## config.mk

```make
export PLATFORM = sky130hd
export DESIGN_NAME = draw_game_objects_flat
export DESIGN_NICKNAME = d
export VERILOG_FILES = /design/src/rtl/vga_pkg.sv /design/src/rtl/game_pkg.sv /design/src/rtl/vga_intf.sv /design/src/rtl/ball_sprite_rom.sv /design/src/rtl/delay.sv /design/src/rtl/draw_game_objects.sv /design/src/flat_wrapper.sv
export SDC_FILE = /design/constraint.sdc
export NUM_CORES = 1
export LEC_CHECK = 0
export CAP_MARGIN = 15
export CORE_MARGIN = 2
export CORE_UTILIZATION = 35
export CTS_BUF_LIST = sky130_fd_sc_hd__clkbuf_8
export DETAILED_ROUTE_END_ITERATION = 10
export DONT_BUFFER_PORTS = 1
export PLACE_DENSITY = 0.56
export SETUP_SLACK_MARGIN = 0.05
export SLEW_MARGIN = 20
export SYNTH_ARGS = -nofsm -noshare
export SYNTH_HDL_FRONTEND = slang
export SYNTH_SLANG_ARGS = --single-unit
```

## constraint.sdc

```tcl
create_clock -name clk -period 3.6 [get_ports clk]
set_input_delay 0.54 -clock clk [delete_from_list [all_inputs] [get_ports clk]]
set_output_delay 0.54 -clock clk [all_outputs]
set_load 0.02 [all_outputs]
```

## src/rtl/vga_pkg.sv

```systemverilog
// Shared VGA timing constants for the 1024x768 display chain.
package vga_pkg;
  localparam int HOR_PIXELS = 1024;
  localparam int VER_PIXELS = 768;
endpackage

```

## src/rtl/game_pkg.sv

```systemverilog
// Game-object constants: ball bitmap, reset positions and default colours.
package game_pkg;
  import vga_pkg::*;

  localparam int BALL_ROM_N = 16;

  // Row 0 is the top of the ball; bit 15 of a row is its leftmost pixel.
  localparam logic [0:15][15:0] BALL_BITMAP = {
    16'h07E0, 16'h1FF8, 16'h3FFC, 16'h7FFE,
    16'h7FFE, 16'hFFFF, 16'hFFFF, 16'hFFFF,
    16'hFFFF, 16'hFFFF, 16'hFFFF, 16'h7FFE,
    16'h7FFE, 16'h3FFC, 16'h1FF8, 16'h07E0
  };

  localparam logic [10:0] BALL_X_RST  = 11'((HOR_PIXELS - BALL_ROM_N) / 2);
  localparam logic [10:0] BALL_Y_RST  = 11'((VER_PIXELS - BALL_ROM_N) / 2);
  localparam logic [10:0] PAD_Y_RST   = 11'd312;
  localparam logic [2:0]  OBJ_EN_RST  = 3'b111;
  localparam logic [11:0] BALL_RGB_DEF = 12'hFFF;
  localparam logic [11:0] PAD_RGB_DEF  = 12'hFFF;
endpackage

```

## src/rtl/vga_intf.sv

```systemverilog
// VGA timing and colour bundle passed between drawing stages.
interface vga_intf;
  logic [10:0] hcount;
  logic [10:0] vcount;
  logic        hsync;
  logic        vsync;
  logic        hblnk;
  logic        vblnk;
  logic [11:0] rgb;

  modport in  (input  hcount, vcount, hsync, vsync, hblnk, vblnk, rgb);
  modport out (output hcount, vcount, hsync, vsync, hblnk, vblnk, rgb);
endinterface

```

## src/rtl/ball_sprite_rom.sv

```systemverilog
// Combinational 16x16 ball bitmap lookup, one row per address.
module ball_sprite_rom
  import game_pkg::*;
(
  input  logic [3:0]  addr,
  output logic [15:0] data
);
  assign data = BALL_BITMAP[addr];
endmodule

```

## src/rtl/delay.sv

```systemverilog
// Fixed-latency shift register used to keep timing signals aligned with rgb.
module delay #(
  parameter int WIDTH   = 8,
  parameter int CLK_DEL = 1
) (
  input  logic             clk,
  input  logic             rst,
  input  logic [WIDTH-1:0] din,
  output logic [WIDTH-1:0] dout
);
  logic [WIDTH-1:0] pipe_r [CLK_DEL];

  // Shift stage chain
  always_ff @(posedge clk) begin
    if (rst) begin
      for (int i = 0; i < CLK_DEL; i++) pipe_r[i] <= '0;
    end else begin
      pipe_r[0] <= din;
      for (int i = 1; i < CLK_DEL; i++) pipe_r[i] <= pipe_r[i-1];
    end
  end

  assign dout = pipe_r[CLK_DEL-1];
endmodule

```

## src/rtl/draw_game_objects.sv

```systemverilog
// Draws ball and paddles over the field using frame-latched positions and
// reports per-frame ball/paddle overlap.
module draw_game_objects
  import game_pkg::*;
#(
  parameter int          PAD_W       = 15,
  parameter int          PAD_H       = 145,
  parameter int          X_PAD_LEFT  = 30,
  parameter int          X_PAD_RIGHT = 979,
  parameter int          BALL_SCALE  = 1,
  parameter logic [11:0] BALL_RGB    = BALL_RGB_DEF,
  parameter logic [11:0] PAD_RGB     = PAD_RGB_DEF
) (
  input  logic        clk,
  input  logic        rst,
  input  logic [10:0] ball_x,
  input  logic [10:0] ball_y,
  input  logic [10:0] pad_left_y,
  input  logic [10:0] pad_right_y,
  input  logic [2:0]  obj_en,
  vga_intf.in         game_field_in,
  vga_intf.out        game_field_out,
  output logic        frame_tick,
  output logic        hit_left,
  output logic        hit_right
);
  localparam int BALL_PX = BALL_ROM_N * BALL_SCALE;
  localparam int SHIFT   = (BALL_SCALE == 4) ? 2 : ((BALL_SCALE == 2) ? 1 : 0);

  logic        vblnk_d_r, vb_rise_s, blank_s;
  logic [10:0] ball_x_r, ball_y_r, pad_l_y_r, pad_r_y_r;
  logic [2:0]  en_r;
  logic [11:0] hc_s, vc_s, ball_x_hi_s, ball_y_hi_s;
  logic [10:0] dx_s, dy_s;
  logic [3:0]  row_s, col_s;
  logic [15:0] rom_row_s;
  logic        in_box_s, ball_on_s, pad_l_on_s, pad_r_on_s;
  logic        ball_on_r, pad_l_on_r, pad_r_on_r, blank_r;
  logic [11:0] rgb_s1_r, rgb_r;
  logic        acc_l_r, acc_r_r, frame_tick_r, hit_left_r, hit_right_r;

  assign vb_rise_s = game_field_in.vblnk & ~vblnk_d_r;
  assign blank_s   = game_field_in.hblnk | game_field_in.vblnk;

  // Frame-boundary detect and shadow latch of requested positions
  always_ff @(posedge clk) begin
    if (rst) begin
      vblnk_d_r <= 1'b0;
      ball_x_r  <= BALL_X_RST;
      ball_y_r  <= BALL_Y_RST;
      pad_l_y_r <= PAD_Y_RST;
      pad_r_y_r <= PAD_Y_RST;
      en_r      <= OBJ_EN_RST;
    end else begin
      vblnk_d_r <= game_field_in.vblnk;
      if (vb_rise_s) begin
        ball_x_r  <= ball_x;
        ball_y_r  <= ball_y;
        pad_l_y_r <= pad_left_y;
        pad_r_y_r <= pad_right_y;
        en_r      <= obj_en;
      end
    end
  end

  // Twelve-bit bounds so boxes near the screen edge clip instead of wrapping
  always_comb begin
    hc_s        = {1'b0, game_field_in.hcount};
    vc_s        = {1'b0, game_field_in.vcount};
    ball_x_hi_s = {1'b0, ball_x_r} + 12'(BALL_PX - 1);
    ball_y_hi_s = {1'b0, ball_y_r} + 12'(BALL_PX - 1);
    in_box_s    = (hc_s >= {1'b0, ball_x_r}) && (hc_s <= ball_x_hi_s) &&
                  (vc_s >= {1'b0, ball_y_r}) && (vc_s <= ball_y_hi_s);
    dx_s        = game_field_in.hcount - ball_x_r;
    dy_s        = game_field_in.vcount - ball_y_r;
    col_s       = 4'(dx_s >> SHIFT);
    row_s       = 4'(dy_s >> SHIFT);
    ball_on_s   = en_r[0] & in_box_s & rom_row_s[4'd15 - col_s];
    pad_l_on_s  = en_r[1] &
                  (hc_s >= 12'(X_PAD_LEFT)) && (hc_s <= 12'(X_PAD_LEFT + PAD_W - 1)) &&
                  (vc_s >= {1'b0, pad_l_y_r}) && (vc_s <= {1'b0, pad_l_y_r} + 12'(PAD_H - 1));
    pad_r_on_s  = en_r[2] &
                  (hc_s >= 12'(X_PAD_RIGHT)) && (hc_s <= 12'(X_PAD_RIGHT + PAD_W - 1)) &&
                  (vc_s >= {1'b0, pad_r_y_r}) && (vc_s <= {1'b0, pad_r_y_r} + 12'(PAD_H - 1));
  end

  ball_sprite_rom u_rom (
    .addr (row_s),
    .data (rom_row_s)
  );

  // Stage 1 object hits and stage 2 colour priority
  always_ff @(posedge clk) begin
    if (rst) begin
      ball_on_r  <= 1'b0;
      pad_l_on_r <= 1'b0;
      pad_r_on_r <= 1'b0;
      blank_r    <= 1'b0;
      rgb_s1_r   <= 12'h000;
      rgb_r      <= 12'h000;
    end else begin
      ball_on_r  <= ball_on_s;
      pad_l_on_r <= pad_l_on_s;
      pad_r_on_r <= pad_r_on_s;
      blank_r    <= blank_s;
      rgb_s1_r   <= game_field_in.rgb;
      rgb_r      <= blank_r                   ? 12'h000  :
                    ball_on_r                 ? BALL_RGB :
                    (pad_l_on_r | pad_r_on_r) ? PAD_RGB  : rgb_s1_r;
    end
  end

  // Overlap accumulation; the frame-boundary clear takes precedence
  always_ff @(posedge clk) begin
    if (rst) begin
      acc_l_r      <= 1'b0;
      acc_r_r      <= 1'b0;
      hit_left_r   <= 1'b0;
      hit_right_r  <= 1'b0;
      frame_tick_r <= 1'b0;
    end else begin
      frame_tick_r <= vb_rise_s;
      if (vb_rise_s) begin
        hit_left_r  <= acc_l_r;
        hit_right_r <= acc_r_r;
        acc_l_r     <= 1'b0;
        acc_r_r     <= 1'b0;
      end else if (!blank_s) begin
        acc_l_r <= acc_l_r | (ball_on_s & pad_l_on_s);
        acc_r_r <= acc_r_r | (ball_on_s & pad_r_on_s);
      end
    end
  end

  logic [21:0] cnt_d_s;
  logic [3:0]  ctl_d_s;

  delay #(.WIDTH(22), .CLK_DEL(2)) u_cnt_delay (
    .clk  (clk),
    .rst  (rst),
    .din  ({game_field_in.hcount, game_field_in.vcount}),
    .dout (cnt_d_s)
  );

  delay #(.WIDTH(4), .CLK_DEL(2)) u_ctl_delay (
    .clk  (clk),
    .rst  (rst),
    .din  ({game_field_in.hsync, game_field_in.vsync, game_field_in.hblnk, game_field_in.vblnk}),
    .dout (ctl_d_s)
  );

  assign game_field_out.hcount = cnt_d_s[21:11];
  assign game_field_out.vcount = cnt_d_s[10:0];
  assign game_field_out.hsync  = ctl_d_s[3];
  assign game_field_out.vsync  = ctl_d_s[2];
  assign game_field_out.hblnk  = ctl_d_s[1];
  assign game_field_out.vblnk  = ctl_d_s[0];
  assign game_field_out.rgb    = rgb_r;
  assign frame_tick            = frame_tick_r;
  assign hit_left              = hit_left_r;
  assign hit_right             = hit_right_r;
endmodule

```

## src/flat_wrapper.sv

```systemverilog
// flat-port wrapper written by rule: the top's interface ports become plain ports
module draw_game_objects_flat import game_pkg::*;
#(
  parameter int          PAD_W       = 15,
  parameter int          PAD_H       = 145,
  parameter int          X_PAD_LEFT  = 30,
  parameter int          X_PAD_RIGHT = 979,
  parameter int          BALL_SCALE  = 1,
  parameter logic [11:0] BALL_RGB    = BALL_RGB_DEF,
  parameter logic [11:0] PAD_RGB     = PAD_RGB_DEF
)
  (clk, rst, ball_x, ball_y, pad_left_y, pad_right_y, obj_en, frame_tick, hit_left, hit_right, game_field_in_hcount, game_field_in_vcount, game_field_in_hsync, game_field_in_vsync, game_field_in_hblnk, game_field_in_vblnk, game_field_in_rgb, game_field_out_hcount, game_field_out_vcount, game_field_out_hsync, game_field_out_vsync, game_field_out_hblnk, game_field_out_vblnk, game_field_out_rgb);
  vga_intf game_field_in_i ();
  vga_intf game_field_out_i ();
  input  logic clk;
  input  logic rst;
  input  logic [10:0] ball_x;
  input  logic [10:0] ball_y;
  input  logic [10:0] pad_left_y;
  input  logic [10:0] pad_right_y;
  input  logic [2:0] obj_en;
  output logic frame_tick;
  output logic hit_left;
  output logic hit_right;
  input wire logic [$bits(game_field_in_i.hcount)-1:0] game_field_in_hcount;
  input wire logic [$bits(game_field_in_i.vcount)-1:0] game_field_in_vcount;
  input wire logic [$bits(game_field_in_i.hsync)-1:0] game_field_in_hsync;
  input wire logic [$bits(game_field_in_i.vsync)-1:0] game_field_in_vsync;
  input wire logic [$bits(game_field_in_i.hblnk)-1:0] game_field_in_hblnk;
  input wire logic [$bits(game_field_in_i.vblnk)-1:0] game_field_in_vblnk;
  input wire logic [$bits(game_field_in_i.rgb)-1:0] game_field_in_rgb;
  output wire logic [$bits(game_field_out_i.hcount)-1:0] game_field_out_hcount;
  output wire logic [$bits(game_field_out_i.vcount)-1:0] game_field_out_vcount;
  output wire logic [$bits(game_field_out_i.hsync)-1:0] game_field_out_hsync;
  output wire logic [$bits(game_field_out_i.vsync)-1:0] game_field_out_vsync;
  output wire logic [$bits(game_field_out_i.hblnk)-1:0] game_field_out_hblnk;
  output wire logic [$bits(game_field_out_i.vblnk)-1:0] game_field_out_vblnk;
  output wire logic [$bits(game_field_out_i.rgb)-1:0] game_field_out_rgb;
  assign game_field_in_i.hcount = game_field_in_hcount;
  assign game_field_in_i.vcount = game_field_in_vcount;
  assign game_field_in_i.hsync = game_field_in_hsync;
  assign game_field_in_i.vsync = game_field_in_vsync;
  assign game_field_in_i.hblnk = game_field_in_hblnk;
  assign game_field_in_i.vblnk = game_field_in_vblnk;
  assign game_field_in_i.rgb = game_field_in_rgb;
  assign game_field_out_hcount = game_field_out_i.hcount;
  assign game_field_out_vcount = game_field_out_i.vcount;
  assign game_field_out_hsync = game_field_out_i.hsync;
  assign game_field_out_vsync = game_field_out_i.vsync;
  assign game_field_out_hblnk = game_field_out_i.hblnk;
  assign game_field_out_vblnk = game_field_out_i.vblnk;
  assign game_field_out_rgb = game_field_out_i.rgb;
  draw_game_objects #(.PAD_W(PAD_W), .PAD_H(PAD_H), .X_PAD_LEFT(X_PAD_LEFT), .X_PAD_RIGHT(X_PAD_RIGHT), .BALL_SCALE(BALL_SCALE), .BALL_RGB(BALL_RGB), .PAD_RGB(PAD_RGB)) u_core (.clk(clk), .rst(rst), .ball_x(ball_x), .ball_y(ball_y), .pad_left_y(pad_left_y), .pad_right_y(pad_right_y), .obj_en(obj_en), .game_field_in(game_field_in_i), .game_field_out(game_field_out_i), .frame_tick(frame_tick), .hit_left(hit_left), .hit_right(hit_right));
endmodule
```

Word-level counts from Yosys, hierarchy flattened:

Memories as Yosys holds them, arrays and structs flattened.
Cells that the tools add are included.

* add/subtract/negate cells: 7
* $lt $le $gt $ge: 14
* mux-type cells: 13
* bitwise operators: 17
* reductions and logical operators: 11

Operators by type and width (count)
* $le 11x12->1: 4
* $ge 11x11->1: 4
* $mux 22: 2
* $mux 16: 2
* $add 11x4->12 const B: 2
* $add 11x8->12 const B: 2
* $mux 12: 2
* $ge 11x10->1 const B: 1
* $ge 11x5->1 const B: 1
* $le 11x10->1 const B: 1
* $le 11x6->1 const B: 1
* $logic_and 1x1->1: 9
* $mux 4: 2
* $or 1x1->1: 8
* $sub 4x4->4: 2
* $and 1x1->1: 7
* $ge 5x5->1 const B: 1
* $lt 4x5->1 const B: 1
* $not 4->5: 1
* $bmux 1 s4: 1
* $mux 1: 4
* $reduce_or 2->1: 2
* $sub 4x4->4 const A: 1
* $not 1->1: 1

* register bits after elaboration: 81
* memory bits (writable): 52
* ROM bits: 256
* input bits: 87
* output and inout port bits: 41
* memories: 3

Memory list
* (no name shown): words 16, width 16, rd ports 1, clocked after Yosys merged registers in 0, wr ports 0, RTL line ball_sprite_rom.sv:8 `assign data = BALL_BITMAP[addr];`
* u_core.u_cnt_delay.pipe_r: words 2, width 22, rd ports 2, clocked after Yosys merged registers in 0, wr ports 2, RTL line delay.sv:11 `logic [WIDTH-1:0] pipe_r [CLK_DEL];`
* u_core.u_ctl_delay.pipe_r: words 2, width 4, rd ports 2, clocked after Yosys merged registers in 0, wr ports 2, RTL line delay.sv:11

Logic depth before layout (Yosys ltp):

Gate-level depths: netlist of the first run.

* word-level depth: 10
* gate-level depth with buffers: 14
* mapped depth without buffers: 14

By module:

From an unflattened synthesis of the first run, not the netlist that was laid out.

* cells, all modules: 741
* area total of the unflattened synthesis: 6836.6 um^2

By module, submodules not included
* draw_game_objects: times used 1, cells an instance 582, area an instance 5083.6 um^2, seq. area each 1621.6 um^2
* delay (u_core.u_cnt_delay): times used 1, cells an instance 114, area an instance 1341.3 um^2, seq. area each 880.8 um^2
* delay (u_core.u_ctl_delay): times used 1, cells an instance 20, area an instance 240.2 um^2, seq. area each 160.2 um^2
* ball_sprite_rom: times used 1, cells an instance 25, area an instance 171.4 um^2, seq. area each 0.0 um^2

Worst setup path before layout of the first run:

No wires, ideal clock.

* path type: input-to-reg
* from: input port game_field_in_vcount[0]
* to: register u_core.acc_l_r
* arrival: 3.111 ns
* path slack: 0.422 ns
* cell stages on the path: 11
* buffers on the path: 0
* cell sequence: inv_1 > ha_1 > inv_1 > fa_1 > xnor2_1 > or4_1 > a41oi_1 > a2111oi_1 > a31oi_1 > or4_4 > o21ai_2

* word-level cells in the longest chain between the ends: 10
* elaborated cells on any way between the ends: 19
* classes of those cells: add/sub: 1; order compare: 4; mux: 4; bitwise: 5; reduce/logical: 4; memory: 1

RTL lines
* start, declared: RTL line flat_wrapper.sv:26 `input wire logic [$bits(game_field_in_i.vcount)-1:0] game_field_in_vcount;`
* $sub 4x4->4: RTL line draw_game_objects.sv:75 `dy_s = game_field_in.vcount - ball_y_r;`
* $not 4->5 (not written as such): RTL line ball_sprite_rom.sv:8
* $mem_v2 16x16
* $mux 16 (not written as such) (2 in a row): RTL line ball_sprite_rom.sv:8
* $bmux 1 s4: RTL line draw_game_objects.sv:78 `ball_on_s = en_r[0] & in_box_s & rom_row_s[4'd15 - col_s];`
* $mux 1 (not written as such): RTL line draw_game_objects.sv:78
* $and 1x1->1: RTL line draw_game_objects.sv:78
* $and 1x1->1 *: RTL line draw_game_objects.sv:129 `acc_l_r <= acc_l_r | (ball_on_s & pad_l_on_s);`
* $or 1x1->1 *: RTL line draw_game_objects.sv:129
* end signal, assigned: RTL line draw_game_objects.sv:129
* end, declared: RTL line draw_game_objects.sv:40 `logic acc_l_r, acc_r_r, frame_tick_r, hit_left_r, hit_right_r;`

Mark *: on every way between the ends. The rest lies on a longest branch, timed or not. The select of a mux whose other input is x is not followed.
A chain may end at the register's enable or synchronous reset.

Worst setup path in the final report of the first run:

* from: register u_core.ball_x_r[1]
* to: register u_core.acc_l_r

* word-level cells in the longest chain between the ends: 9
* elaborated cells on any way between the ends: 14
* classes of those cells: add/sub: 3; order compare: 2; mux: 2; bitwise: 4; reduce/logical: 3

RTL lines
* start, declared: RTL line draw_game_objects.sv:31 `logic [10:0] ball_x_r, ball_y_r, pad_l_y_r, pad_r_y_r;`
* start signal, assigned: RTL line draw_game_objects.sv:57 `ball_x_r <= ball_x;`
* $add 11x4->12: RTL line draw_game_objects.sv:70 `ball_x_hi_s = {1'b0, ball_x_r} + 12'(BALL_PX - 1);`
* $le 11x12->1: RTL line draw_game_objects.sv:72 `in_box_s = (hc_s >= {1'b0, ball_x_r}) && (hc_s <= ball_x_hi_s) &&`
* $logic_and 1x1->1 (2 in a row): RTL line draw_game_objects.sv:72
* $logic_and 1x1->1: RTL line draw_game_objects.sv:73 `(vc_s >= {1'b0, ball_y_r}) && (vc_s <= ball_y_hi_s);`
* $and 1x1->1: RTL line draw_game_objects.sv:78
* $and 1x1->1 *: RTL line draw_game_objects.sv:78
* $and 1x1->1 *: RTL line draw_game_objects.sv:129
* $or 1x1->1 *: RTL line draw_game_objects.sv:129

Marked as above.

==> results.sh, run 1 <==
export IMPL_placed_cell_area_um2=7003
export IMPL_rsz0062_at_grt="no"
export IMPL_worstSetupStartpoint="u_core.ball_x_r[1]"
export IMPL_grt_pass1_vias=4946
export IMPL_die_x_um=144.4
export IMPL_worstPathMaxFanout=4
export IMPL_nNetsFinal=918
export IMPL_p_sw_share_pct=30.50
export IMPL_pwr_share_comb_pct=17.8
export IMPL_pwr_share_clk_pct=36.8
export IMPL_grt_pass1_wl_um=26390
export IMPL_avgSynthCellArea_um2=9.027
export IMPL_wl_per_cell_um=16.91
export IMPL_holdWs_ns=0.1709
export IMPL_hold_buffers=0
export IMPL_clk_latency_ns=0.44
export IMPL_synth_top_area_share_pct=38.32
export IMPL_dp_cells=989
export IMPL_finalHoldViolations=0
export IMPL_area_delta_synth_final_pct=7.456
export IMPL_synth_area_leaders="dfxtp_1 38%, ha_1 16%, nor2b_1 5.5%"
export IMPL_p_leak_nw=3.117
export IMPL_layout_commonest_cell="dfxtp_1"
export IMPL_post_place_ws_ns=0.3248
export IMPL_start_kind="flip-flop"
export IMPL_cp_end_kind="flip-flop"
export IMPL_ys_ff_latch=132
export IMPL_fmax_mhz=308.0
export IMPL_fin_cells=1021
export IMPL_grt_total_usage_pct=16.76
export IMPL_drc_errors=0
export IMPL_synth_area_um2=6897
export IMPL_drt_vias_per_instance=4.982
export IMPL_switching_power_mw=1.070
export IMPL_syn_inst=764
export IMPL_antenna_found_initial=0
export IMPL_rr_startpoint="u_core.ball_x_r[1]"
export IMPL_core_rowCount=51
export IMPL_cts_sinks=132
export IMPL_synth_top_area_cell="dfxtp_1"
export IMPL_synth_main_ff_cell="dfxtp_1"
export IMPL_drt_pass1_iterations=5
export IMPL_hp_start="rst"
export IMPL_path_clk_slew_ns=0.09
export IMPL_critPathMaxStageDelay_ns=0.52
export IMPL_max_cap_violations=0
export IMPL_async_flop_share_pct=0
export IMPL_h_tree_depth=4
export IMPL_route_vias_total=5087
export IMPL_ir_worst_vdd_mv=0.1971
export IMPL_clock_root_buffer="clkbuf_8"
export IMPL_die_height_um=144.4
export IMPL_finalCoreUtilization_pct=38.20
export IMPL_grt_max_degree=71
export IMPL_ctsResizeCount=0
export IMPL_outcome="finished clean"
export IMPL_drive_gt1_share_pct=6.217
export IMPL_place_gp_congestion=0.8225
export IMPL_worst_slack_ns=0.3529
export IMPL_min_path_type="in2reg"
export IMPL_crit_required_ns=3.97
export IMPL_worstSetupPathType="reg2reg"
export IMPL_seqPwrFrac_pct=45.3
export IMPL_post_cts_buffers=0
export IMPL_drtIter0Drc=301
export IMPL_final_cell_mix="132 x dfxtp_1, 86 x ha_1, 61 x nor2b_1"
export IMPL_total_power_mw=3.506
export IMPL_p_per_area_nw_per_um2=473.1
export IMPL_die_area_um2=20840
export IMPL_finalSetupViolCount=0
export IMPL_cp_slowest_cell="or4_4"
export IMPL_yosysWarnings=0
export IMPL_worst_pin_slew_ns=1.039
export IMPL_arrival_ns=3.62
export IMPL_antenna_left=0
export IMPL_synth_net_count=939
export IMPL_fillers=2003
export IMPL_overflow=0
export IMPL_relSlewSlack_pct=30.76
export IMPL_io_pins=128
export IMPL_wirelength_um=17260
export IMPL_cts_tree="yes"
export IMPL_setup_tns_ns=0
export IMPL_fin_crit_sh_pct=90.20
export IMPL_ys_seq_area_share_pct=38.32
export IMPL_cp_cell_sequence="inv_1 -> ha_1 -> nand3_1 -> nand3_1 -> nor2_1 -> xnor2_1 -> ha_1 -> and3_1 -> a211oi_1 -> o21ai_0 -> a211oi_1 -> o32ai_1 -> or4_4 -> o21ai_2"
export IMPL_clock_skew_ns=0.01095
export IMPL_finalWorstPathRequiredPeriod_ns=3.247
export IMPL_cts_made_buffers=17
export IMPL_critical_path_top_delay_family="simple AND/OR/NAND/NOR gates"
export IMPL_dp_hpwl_um=12610
export IMPL_slew_violations=0
export IMPL_core_um2=19400
export IMPL_path_buf_inv=1
export IMPL_antenna_cells=0
export IMPL_p_int_mw=2.437
export IMPL_cts_buffer_depth=2
export IMPL_port_buffers=0
export IMPL_synth_edff_count=0
export IMPL_yosys_cell_types_count=65
export IMPL_start_util_pct=35.55
export IMPL_stdcell_area_um2=7411
power by group through the flow:
stage | logic, mW | registers (mW) | clock network [mW]
detailed placement | 0.622 | 1.62 | 0
floorplan | 0.525 | 1.60 | 0
finish | 0.625 | 1.59 | 1.29
CTS | 0.625 | 1.59 | 1.35
global route | 0.713 | 1.60 | 1.39
global placement | 0.617 | 1.62 | 0
registers in the layout, indices dropped and copies added, names as in the netlist, 3 cells and up:
name and cells:
u_core.en_r 3, u_core.pad_r_y_r 11, u_core.game_field_out.rgb 12, u_core.ball_y_r 11, u_core.rgb_s1_r 12, u_core.u_ctl_delay.pipe_r 8, u_core.pad_l_y_r 11, u_core.u_cnt_delay.pipe_r 44
u_core.ball_x_r 11
layout make-up:
cell class	instances	area [um2]	share of cell area, %
flip-flops and latches	132	2643	35.66
inverters	59	221.5	2.988
multi-input cells	528	3770	50.87
clock inverters	15	173.9	2.347
well taps	265	331.6	4.474
repair buffers	5	37.54	0.5065
clock buffers	17	234.0	3.157
cells in the mapped netlist, types with 4 or more instances:
| cell | count |
|---|---|
| a22o_1 | 4 |
| nor2b_1 | 61 |
| buf_1 | 4 |
| a21oi_1 | 51 |
| nand2_1 | 48 |
| nand3_1 | 20 |
| o211ai_1 | 7 |
| a31oi_1 | 4 |
| o21ai_0 | 40 |
| nand4_1 | 14 |
| clkbuf_1 | 14 |
| a21o_1 | 11 |
| buf_4 | 22 |
| inv_1 | 58 |
| ha_1 | 86 |
| a211oi_1 | 9 |
| nor2_1 | 45 |
| o21a_1 | 17 |
| xnor2_1 | 30 |
| and4b_1 | 4 |
| nor3_1 | 18 |
| dfxtp_1 | 132 |
final timing paths:
| path | endpoint | slack, ns | cells after the start |
|---|---|---|---|
| hold reg to reg | u_core.u_cnt_delay.pipe_r[0][38] | 0.44 | 1 |
| setup reg to reg | u_core.acc_l_r | 0.35 | 14 |
| hold / removal | u_core.u_ctl_delay.pipe_r[0][7] | 0.17 | 1 |
| setup / recovery | u_core.acc_l_r | 0.35 | 14 |
worst reg2reg max path, stage by stage, from the launching register on:
cell	delay, ns
dfxtp_1	0.40
inv_1	0.10
ha_1	0.21
nand3_1	0.15
nand3_1	0.17
nor2_1	0.19
xnor2_1	0.14
ha_1	0.27
and3_1	0.19
a211oi_1	0.19
o21ai_0	0.12
a211oi_1	0.26
o32ai_1	0.12
or4_4	0.52
o21ai_2	0.14
metal layers:
metal	vias up	GRT usage (%)	wire length (um)
met3	38	5.298	1116
met2	146	26.39	7566
met4	0	6.132	447
met5	-	0	0
met1	2305	21.55	8132
li1	2598	-	-
logic make-up (layout without fill, tap and decap cells):
group,count (synthesis),count (layout),share of synthesized area (%)
buffers and inverters,104,96,7.075
muxes,1,1,0.1451
DFF,132,132,38.32
xor gates and xnor gates,33,33,4.572
adders and majority gates,88,88,16.18
AOI/OAI and AO/OA,171,171,15.82
and+or+nand+nor,235,235,17.89
Note: power is estimated with default switching activity, not from simulation.
==> inputs of run 2 (changes only) <==
Settings changed: PLACE_DENSITY 0.56 to not set.
==> results.sh, run 2 (same netlist as run 1, synthesis figures left out) <==
export IMPL_drt_pass1_iterations=4
export IMPL_drtIter0Drc=358
export IMPL_largest_register_ffs=44
export IMPL_regArea_um2=2643
export IMPL_core_um2=19400
export IMPL_fmax_mhz=315.7
export IMPL_dp_hpwl_um=12610
export IMPL_grt_total_usage_pct=16.73
export IMPL_ctsResizeCount=0
export IMPL_pwr_share_comb_pct=18.0
export IMPL_cts_sinks=132
export IMPL_cts_made_buffers=17
export IMPL_die_x_um=144.4
export IMPL_hold_buffers=0
export IMPL_area_delta_synth_final_pct=7.311
export IMPL_wirelength_um=17210
export IMPL_cp_end_kind="flip-flop"
export IMPL_critPathMaxStageDelay_ns=0.51
export IMPL_clock_root_buffer="clkbuf_8"
export IMPL_slew_violations=0
export IMPL_p_leak_nw=3.126
export IMPL_antenna_left=0
export IMPL_final_cell_mix="132 x dfxtp_1, 86 x ha_1, 61 x nor2b_1"
export IMPL_finalWorstPathRequiredPeriod_ns=3.168
export IMPL_grt_max_degree=71
export IMPL_die_area_um2=20840
export IMPL_p_int_mw=2.425
export IMPL_path_buf_inv=1
export IMPL_outcome="finished clean"
export IMPL_clock_skew_ns=0.01077
export IMPL_relSlewSlack_pct=31.32
export IMPL_post_place_ws_ns=0.2487
export IMPL_start_util_pct=35.55
export IMPL_ir_worst_vdd_mv=0.1762
export IMPL_finalSetupViolCount=0
export IMPL_antenna_found_initial=0
export IMPL_drt_vias_per_instance=5.017
export IMPL_top_register="u_core.u_cnt_delay.pipe_r"
export IMPL_finalHoldViolations=0
export IMPL_worstSetupPathType="reg2reg"
export IMPL_start_kind="flip-flop"
export IMPL_min_path_type="in2reg"
export IMPL_path_clk_slew_ns=0.09
export IMPL_arrival_ns=3.56
export IMPL_critical_path_top_delay_family="simple AND/OR/NAND/NOR gates"
export IMPL_crit_required_ns=3.99
export IMPL_fillers=2010
export IMPL_max_cap_violations=0
export IMPL_wl_per_cell_um=16.84
export IMPL_io_pins=128
export IMPL_antenna_cells=0
export IMPL_worst_slack_ns=0.4321
export IMPL_switching_power_mw=1.043
export IMPL_seqPwrFrac_pct=45.9
export IMPL_cts_tree="yes"
export IMPL_multi_input_area_um2=3770
export IMPL_grt_pass1_vias=4934
export IMPL_pwr_share_clk_pct=36.1
export IMPL_place_gp_congestion=0.8505
export IMPL_layout_commonest_cell="dfxtp_1"
export IMPL_rrSetupSlack_ns=0.43
export IMPL_worstPathMaxFanout=4
export IMPL_overflow=0
export IMPL_cp_slowest_cell="or4_4"
export IMPL_core_rowCount=51
export IMPL_cp_cell_sequence="inv_1 -> ha_1 -> nand3_1 -> nand3_1 -> nor2_1 -> xnor2_1 -> ha_1 -> and3_1 -> a211oi_1 -> o21ai_0 -> a211oi_1 -> o32ai_1 -> or4_4 -> o21ai_2"
export IMPL_drc_errors=0
export IMPL_drive_gt1_share_pct=6.209
export IMPL_die_height_um=144.4
export IMPL_port_buffers=0
export IMPL_rsz0062_at_grt="no"
export IMPL_p_sw_share_pct=30.08
export IMPL_clk_latency_ns=0.45
export IMPL_cts_buffer_depth=2
export IMPL_fin_crit_sh_pct=88.00
export IMPL_worst_pin_slew_ns=1.030
export IMPL_post_cts_buffers=0
export IMPL_route_vias_total=5127
export IMPL_grt_pass1_wl_um=26430
export IMPL_h_tree_depth=4
export IMPL_p_per_area_nw_per_um2=468.6
export IMPL_nNetsFinal=919
export IMPL_setup_tns_ns=0
## run 2: cell types whose count changed in the layout (fill, tap and decap cells not counted)
cell	delta
inv_1	+1
buf_4	+1
clkinv_2	+2
inv_6	+2
clkinvlp_4	-2
inv_8	-3
## run 2: worst paths after layout
check                           cells past startpoint                                to                       startpoint
worst max-delay path                               14                    u_core.acc_l_r               u_core.ball_x_r[1]
worst min-delay path                                1   u_core.u_ctl_delay.pipe_r[0][7]                              rst
worst max register to register                     14                    u_core.acc_l_r               u_core.ball_x_r[1]
worst min register to register                      1  u_core.u_cnt_delay.pipe_r[0][31]  u_core.u_cnt_delay.pipe_r[0][9]
## run 2: worst reg2reg max path, stage by stage (launching register included)
cell and delay (ns):
dfxtp_1 0.40, inv_1 0.09, ha_1 0.21, nand3_1 0.14
nand3_1 0.17, nor2_1 0.17, xnor2_1 0.13, ha_1 0.27
and3_1 0.19, a211oi_1 0.20, o21ai_0 0.12, a211oi_1 0.26
o32ai_1 0.11, or4_4 0.52, o21ai_2 0.14
## run 2: area by class of cell
class	count	share of cell area, %
Sequential cell	132	35.71
Timing Repair Buffer	6	0.6086
Tap cell	265	4.480
Inverter	59	2.992
Multi-Input combinational cell	528	50.94
Clock buffer	17	3.161
Clock inverter	15	2.113
## run 2: power groups by stage
stage | clock network [mW] | logic, mW | registers [mW]
global placement | 0 | 0.612 | 1.62
finish | 1.25 | 0.624 | 1.59
CTS | 1.30 | 0.624 | 1.59
detailed placement | 0 | 0.620 | 1.63
global route | 1.36 | 0.716 | 1.60
floorplan | 0 | 0.525 | 1.60
## run 2: per-stage QoR
step | cells | power (mW) | hold slack [ns] | cell area, um2 | utilization, %
3_5_place_dp | 990 | 2.246 | 0.4204 | 7010 | 36.14
6_report | 1022 | 3.468 | 0.1633 | 7401 | 38.15
2_1_floorplan | 764 | 2.126 | 0.4138 | 6897 | -
5_1_grt | 1022 | 3.671 | 0.1262 | 7401 | 38.15
4_1_cts | 1022 | 3.514 | 0.1282 | 7401 | 38.15
3_3_place_gp | 990 | 2.236 | 0.4188 | 7010 | 36.14
## run 2: metal layers
layer	global-route usage (%)	up-vias	wire [um]
met4	6.336	0	395
li1	-	2596	-
met1	21.35	2369	7911
met3	4.934	27	1130
met2	26.69	135	7775
met5	0	-	0
